[src/rtl/uart_pkg.sv]
// uart_pkg: types and constants shared by uart_tx and the future uart_rx.
package uart_pkg;

    // 50 MHz clock / 50 = 1 Mbaud.
    localparam int unsigned CLK_PER_BIT_DEFAULT = 50;

    // StParity is only reachable when UART_TX_PARITY_EN is defined.
    typedef enum logic [2:0] {
        StIdle,
        StStart,
        StData,
        StParity,
        StStop
    } uart_state_e;

    // Parity bit for one byte: even parity when odd == 0, odd parity when odd == 1.
    function automatic logic parity_bit(input logic [7:0] d, input logic odd);
        return (^d) ^ odd;
    endfunction

endpackage

[src/rtl/uart_tx_if.sv]
// uart_tx_if: byte handshake between the message printer (master) and uart_tx (slave).
interface uart_tx_if;
    logic [7:0] data;
    logic       new_data;
    logic       busy;

    modport master (
        output data,
        output new_data,
        input  busy
    );

    modport slave (
        input  data,
        input  new_data,
        output busy
    );
endinterface

[src/rtl/sync_2ff.sv]
// sync_2ff: generic two-flop synchronizer with synchronous active-high reset to 0.
module sync_2ff #(
    parameter int unsigned WIDTH = 1
) (
    input  logic             clk,
    input  logic             rst,
    input  logic [WIDTH-1:0] d,
    output logic [WIDTH-1:0] q
);
    logic [WIDTH-1:0] meta_q, meta_d;
    logic [WIDTH-1:0] sync_q, sync_d;

    // Two stages of pure delay; the first flop may go metastable.
    always_comb begin
        meta_d = d;
        sync_d = meta_q;
    end

    // Synchronizer flops.
    always_ff @(posedge clk) begin
        if (rst) begin
            meta_q <= '0;
            sync_q <= '0;
        end else begin
            meta_q <= meta_d;
            sync_q <= sync_d;
        end
    end

    assign q = sync_q;
endmodule

[src/rtl/uart_tx.sv]
// uart_tx: serial UART transmitter, 8N1 by default.
// Define UART_TX_PARITY_EN to insert a parity bit (polarity from PARITY_ODD) before the stop bit.
// tx and busy are registered and derived from the next state, so they change on the
// same edge as the state they describe.
module uart_tx
    import uart_pkg::*;
#(
    parameter int unsigned CLK_PER_BIT = CLK_PER_BIT_DEFAULT,
    parameter int unsigned PARITY_ODD  = 0
) (
    input  logic     clk,
    input  logic     rst,
    uart_tx_if.slave host,
    input  logic     block,
    output logic     tx
);
    localparam int unsigned     CtrW   = $clog2(CLK_PER_BIT);
    localparam logic [CtrW-1:0] CtrMax = CtrW'(CLK_PER_BIT - 1);

    if (CLK_PER_BIT < 2 || PARITY_ODD > 1) begin : g_param_check
        $error("uart_tx: CLK_PER_BIT must be >= 2 and PARITY_ODD must be 0 or 1");
    end

    uart_state_e     state_q, state_d;
    logic [CtrW-1:0] ctr_q, ctr_d, ctr_next;
    logic [2:0]      bit_ctr_q, bit_ctr_d;
    logic [7:0]      shreg_q, shreg_d;
    logic            tx_q, tx_d;
    logic            busy_q, busy_d;
    logic            block_s;
    logic            bit_end;
`ifdef UART_TX_PARITY_EN
    logic            par_q, par_d;
    localparam uart_state_e AfterData = StParity;
`else
    localparam uart_state_e AfterData = StStop;
`endif

    sync_2ff #(
        .WIDTH (1)
    ) u_block_sync (
        .clk (clk),
        .rst (rst),
        .d   (block),
        .q   (block_s)
    );

    assign bit_end  = (ctr_q == CtrMax);
    assign ctr_next = bit_end ? '0 : ctr_q + 1'b1;

    // Next-state, counters, shift register and registered outputs.
    always_comb begin
        state_d   = state_q;
        ctr_d     = ctr_q;
        bit_ctr_d = bit_ctr_q;
        shreg_d   = shreg_q;
`ifdef UART_TX_PARITY_EN
        par_d     = par_q;
`endif
        unique case (state_q)
            StIdle: begin
                // busy_q (not busy_d) gates accept, so a strobe in the cycle busy falls wins.
                if (host.new_data && !block_s && !busy_q) begin
                    shreg_d   = host.data;
                    ctr_d     = '0;
                    bit_ctr_d = '0;
                    state_d   = StStart;
`ifdef UART_TX_PARITY_EN
                    // Computed at accept because the shift register is consumed later.
                    par_d     = parity_bit(host.data, PARITY_ODD != 0);
`endif
                end
            end
            StStart: begin
                ctr_d = ctr_next;
                if (bit_end) begin
                    state_d = StData;
                end
            end
            StData: begin
                ctr_d = ctr_next;
                if (bit_end) begin
                    shreg_d   = {1'b0, shreg_q[7:1]};
                    bit_ctr_d = bit_ctr_q + 3'd1;
                    if (bit_ctr_q == 3'd7) begin
                        state_d = AfterData;
                    end
                end
            end
`ifdef UART_TX_PARITY_EN
            StParity: begin
                ctr_d = ctr_next;
                if (bit_end) begin
                    state_d = StStop;
                end
            end
`endif
            StStop: begin
                ctr_d = ctr_next;
                if (bit_end) begin
                    state_d = StIdle;
                end
            end
            default: begin
                state_d = StIdle;
            end
        endcase

        tx_d = 1'b1;
        unique case (state_d)
            StStart: tx_d = 1'b0;
            StData:  tx_d = shreg_d[0];
`ifdef UART_TX_PARITY_EN
            StParity: tx_d = par_d;
`endif
            default: tx_d = 1'b1;
        endcase

        busy_d = (state_d != StIdle) || block_s;
    end

    // FSM and output registers; reset aborts any frame and returns the line to idle.
    always_ff @(posedge clk) begin
        if (rst) begin
            state_q   <= StIdle;
            ctr_q     <= '0;
            bit_ctr_q <= '0;
            shreg_q   <= '0;
            tx_q      <= 1'b1;
            busy_q    <= 1'b0;
`ifdef UART_TX_PARITY_EN
            par_q     <= 1'b0;
`endif
        end else begin
            state_q   <= state_d;
            ctr_q     <= ctr_d;
            bit_ctr_q <= bit_ctr_d;
            shreg_q   <= shreg_d;
            tx_q      <= tx_d;
            busy_q    <= busy_d;
`ifdef UART_TX_PARITY_EN
            par_q     <= par_d;
`endif
        end
    end

    assign tx        = tx_q;
    assign host.busy = busy_q;
endmodule

[src/flat_wrapper.sv]
// flat-port wrapper written by rule: the top's interface ports become plain ports
module uart_tx_flat import uart_pkg::*;
#(
    parameter int unsigned CLK_PER_BIT = CLK_PER_BIT_DEFAULT,
    parameter int unsigned PARITY_ODD  = 0
)
  (clk, rst, block, tx, host_data, host_new_data, host_busy);
  uart_tx_if host_i ();
  input  logic clk;
  input  logic rst;
  input  logic block;
  output logic tx;
  input wire logic [$bits(host_i.data)-1:0] host_data;
  input wire logic [$bits(host_i.new_data)-1:0] host_new_data;
  output wire logic [$bits(host_i.busy)-1:0] host_busy;
  assign host_i.data = host_data;
  assign host_i.new_data = host_new_data;
  assign host_busy = host_i.busy;
  uart_tx #(.CLK_PER_BIT(CLK_PER_BIT), .PARITY_ODD(PARITY_ODD)) u_core (.clk(clk), .rst(rst), .host(host_i), .block(block), .tx(tx));
endmodule
[config.mk]
export PLATFORM = sky130hd
export DESIGN_NAME = uart_tx_flat
export DESIGN_NICKNAME = d
export VERILOG_FILES = /design/src/rtl/uart_pkg.sv /design/src/rtl/uart_tx_if.sv /design/src/rtl/sync_2ff.sv /design/src/rtl/uart_tx.sv /design/src/flat_wrapper.sv
export SDC_FILE = /design/constraint.sdc
export NUM_CORES = 1
export LEC_CHECK = 0
export CORE_UTILIZATION = 50
export CTS_CLUSTER_SIZE = 16
export DETAILED_ROUTE_END_ITERATION = 8
export PLACE_DENSITY = 0.71
export SYNTH_ARGS = -nofsm -noshare
export SYNTH_HDL_FRONTEND = slang
export SYNTH_SLANG_ARGS = --single-unit
[constraint.sdc]
create_clock -name clk -period 3.8 [get_ports clk]
set_input_delay 0.76 -clock clk [delete_from_list [all_inputs] [get_ports clk]]
set_output_delay 0.76 -clock clk [all_outputs]
set_load 0.01 [all_outputs]
==> flow_metrics.env <==
export IMPL_skew_ps=11.5
export IMPL_fp_coreArea_mm2=0.00206
export IMPL_grt_pass1_wl_um=3320
export IMPL_num_fill_cells=186
export IMPL_rr_worst_depth=5
export IMPL_peakVddDrop_uv=249
export IMPL_postPlaceCellArea_mm2=0.00128
export IMPL_grt_max_degree=23
export IMPL_synth_area_per_cell_um2=9.71
export IMPL_leakage_nw=0.511
export IMPL_path_class="in2reg"
export IMPL_synth_distinct_cells=41
export IMPL_cts_buffer_depth=2
export IMPL_grt_overflow=0
export IMPL_antenna_found_initial=0
export IMPL_cts_sinks=24
export IMPL_maxCapViolCount=0
export IMPL_vias_per_cell=5.59
export IMPL_fp_dieArea_mm2=0.00249
export IMPL_ys_ff_latch=24
export IMPL_hold_viol_final=0
export IMPL_nets=147
export IMPL_finalNonFillerCells=157
export IMPL_synth_warnings=0
export IMPL_fin_util=0.637
export IMPL_syn_to_final_growth_pct=14.6
export IMPL_rows=16
export IMPL_slew_headroom=0.510
export IMPL_synth_top_family_by_area="compound AO/OA/AOI/OAI gates"
export IMPL_initial_core_util=0.556
export IMPL_first_pass_iters=4
export IMPL_die_height_um=49.9
export IMPL_antenna_left=0
export IMPL_diodes=0
export IMPL_finalPower_mw=0.476
export IMPL_cp_end_kind="flop"
export IMPL_numCtsBuffers=3
export IMPL_period_share=0.664
export IMPL_clk_pin_slew_ps=120
export IMPL_insertion_delay_ps=310
export IMPL_synth_xor_area_share=0.00764
export IMPL_worst_slew_pin_slew_ps=732
export IMPL_synthAdderAreaFrac=0.0437
export IMPL_rsz0062_at_grt="false"
export IMPL_initialDrtViolationCount=15
export IMPL_io_pins=14
export IMPL_cts_resized=0
export IMPL_cp_max_fo=13
export IMPL_seq_area_frac_synth=0.419
export IMPL_cts_root_buf="clkbuf_4"
export IMPL_synth_net_count=134
export IMPL_synth_compound_area_frac=0.249
export IMPL_drive_above_1_share=0.162
export IMPL_arrival_ps=2720
export IMPL_dp_slack_ps=911
export IMPL_worst_ep_required_time_ps=4000
export IMPL_min_path_type="reg2reg"
export IMPL_powerDensity_mw_per_mm2=362
export IMPL_setup_viol_count_final=0
export IMPL_grt_pass1_vias=844
export IMPL_status="finished, final reports clean"
export IMPL_dp_cells=153
export IMPL_cts_tree="built"
export IMPL_htree_levels=1
export IMPL_routed_wl_um=1980
export IMPL_yosys_area_share_simple=0.224
export IMPL_setup_tns_ps=0
export IMPL_wire_per_inst_um=12.6
export IMPL_drcViolationCount=0
export IMPL_drv_slew=0
export IMPL_vias=878
export IMPL_grt_use_total=0.176
export IMPL_timing_fmax_mhz=397
export IMPL_die_w_um=49.9
export IMPL_setup_ws_ps=1280
export IMPL_numPortBuffers=13
export IMPL_synthCells=118
export IMPL_cts_hold_buf=0
export IMPL_holdWs_ps=456
export IMPL_postCtsSetupBuffers=0
export IMPL_muxShareOfSynthArea=0.00873
export IMPL_synth_area_mm2=0.00115
export IMPL_min_period_ps=2520
export IMPL_startpoint_type="primary input"
export IMPL_dp_hpwl_um=1460
export IMPL_gp_congestion=0.783
export IMPL_design_area_mm2=0.00131
export IMPL_hold_depth=1
[critical path, cell delays in order]
cell	delay (ps)
clkdlybuf4s50_1	450
or4b_4	460
nor3_4	430
nor2_2	240
a211oi_2	290
o211ai_2	80
[logic make-up (layout without fill, tap and decap cells)]
family	Yosys count	in the layout
adder cells (fa/ha/maj)	4	4
flip-flops	24	24
multiplexers	1	1
AO/OA/AOI/OAI	36	36
AND/OR/NAND/NOR	42	42
buffers and inverters	10	22
XOR/XNOR	1	1
[final cells by class]
class / count / area [µm²] / area share
multi-input combinational: 84 / 611 / 0.465
sequential: 24 / 480 / 0.366
timing repair buffer: 14 / 138 / 0.105
clock buffer: 4 / 36.3 / 0.0276
tap: 27 / 33.8 / 0.0257
inverter: 4 / 15.0 / 0.0114
[flip-flops by register name, indices dropped and copies added (netlist names)]
name / flops
u_core.shreg_q: 8
u_core.ctr_q: 6
u_core.bit_ctr_q: 3
u_core.state_q: 3
u_core.host.busy: 1
u_core.tx: 1
u_core.u_block_sync.meta_q: 1
u_core.u_block_sync.q: 1
[path summary, 6_finish.rpt]
path                                              end                        from  slack [ps]
worst min register to register  u_core.u_block_sync.q  u_core.u_block_sync.meta_q         460
worst min-delay path            u_core.u_block_sync.q  u_core.u_block_sync.meta_q         460
worst max-delay path                        u_core.tx               host_new_data        1280
worst max register to register              u_core.tx           u_core.state_q[1]        1690
[cells in the mapped netlist]
cell / instances / area [µm²]
o211a_1: 2 / 20.0
ha_1: 4 / 50.1
mux2i_1: 1 / 10.0
o31a_1: 1 / 8.76
o41a_1: 1 / 11.3
a22oi_1: 6 / 45.0
and2_1: 1 / 6.26
buf_6: 2 / 22.5
a21oi_1: 12 / 60.1
buf_2: 1 / 5.00
nor3b_1: 1 / 7.51
a311oi_1: 2 / 17.5
nor3_1: 4 / 20.0
nor2b_1: 3 / 18.8
clkbuf_1: 2 / 7.51
or3_1: 1 / 6.26
o211ai_2: 1 / 12.5
a21o_1: 2 / 15.0
nor2_2: 1 / 6.26
a41oi_1: 2 / 17.5
and3_1: 1 / 6.26
nor4_2: 1 / 12.5
nand3b_1: 1 / 7.51
a21oi_2: 2 / 17.5
a211oi_2: 1 / 12.5
a22o_2: 1 / 10.0
nand2b_1: 2 / 12.5
nor2_1: 10 / 37.5
nor3b_2: 1 / 12.5
nor2_4: 1 / 11.3
dfxtp_1: 24 / 480
inv_1: 4 / 15.0
nor3_4: 1 / 16.3
nand4b_2: 1 / 15.0
nand3_1: 2 / 10.0
nand2_1: 8 / 30.0
xor2_1: 1 / 8.76
or4b_4: 1 / 13.8
a22oi_2: 3 / 37.5
clkbuf_2: 1 / 5.00
or2_2: 1 / 6.26
[where the power goes]
| group | leakage, nW | internal [mW] | switching (mW) |
|---|---|---|---|
| registers | 0.196 | 0.264 | 0.00911 |
| logic | 0.295 | 0.0354 | 0.0355 |
| clock network | 0.0210 | 0.0585 | 0.0733 |
[layout by cell type, fill, tap and decap left out, types with 2 or more instances in the layout]
cell and n:
nand3_1 2, nor2_1 10, a22oi_2 3, a41oi_1 2
a21o_1 2, clkdlybuf4s50_1 13, nor3_1 4, a21oi_1 12
inv_1 4, a22oi_1 6, nand2_1 8, nand2b_1 2
a311oi_1 2, clkbuf_4 3, nor2b_1 3, o211a_1 2
ha_1 4, dfxtp_1 24, a21oi_2 2
[layer usage]
| layer | vias up | part of all wire | GRT usage |
|---|---|---|---|
| met3 | 2 | 0.024 | 0.0370 |
| met2 | 13 | 0.47 | 0.322 |
| met4 | 0 | 0.0091 | 0.0667 |
| li1 | 456 | - | - |
| met1 | 407 | 0.49 | 0.197 |
| met5 | - | 0 | 0 |
Note: power is estimated with default switching activity, not from simulation.
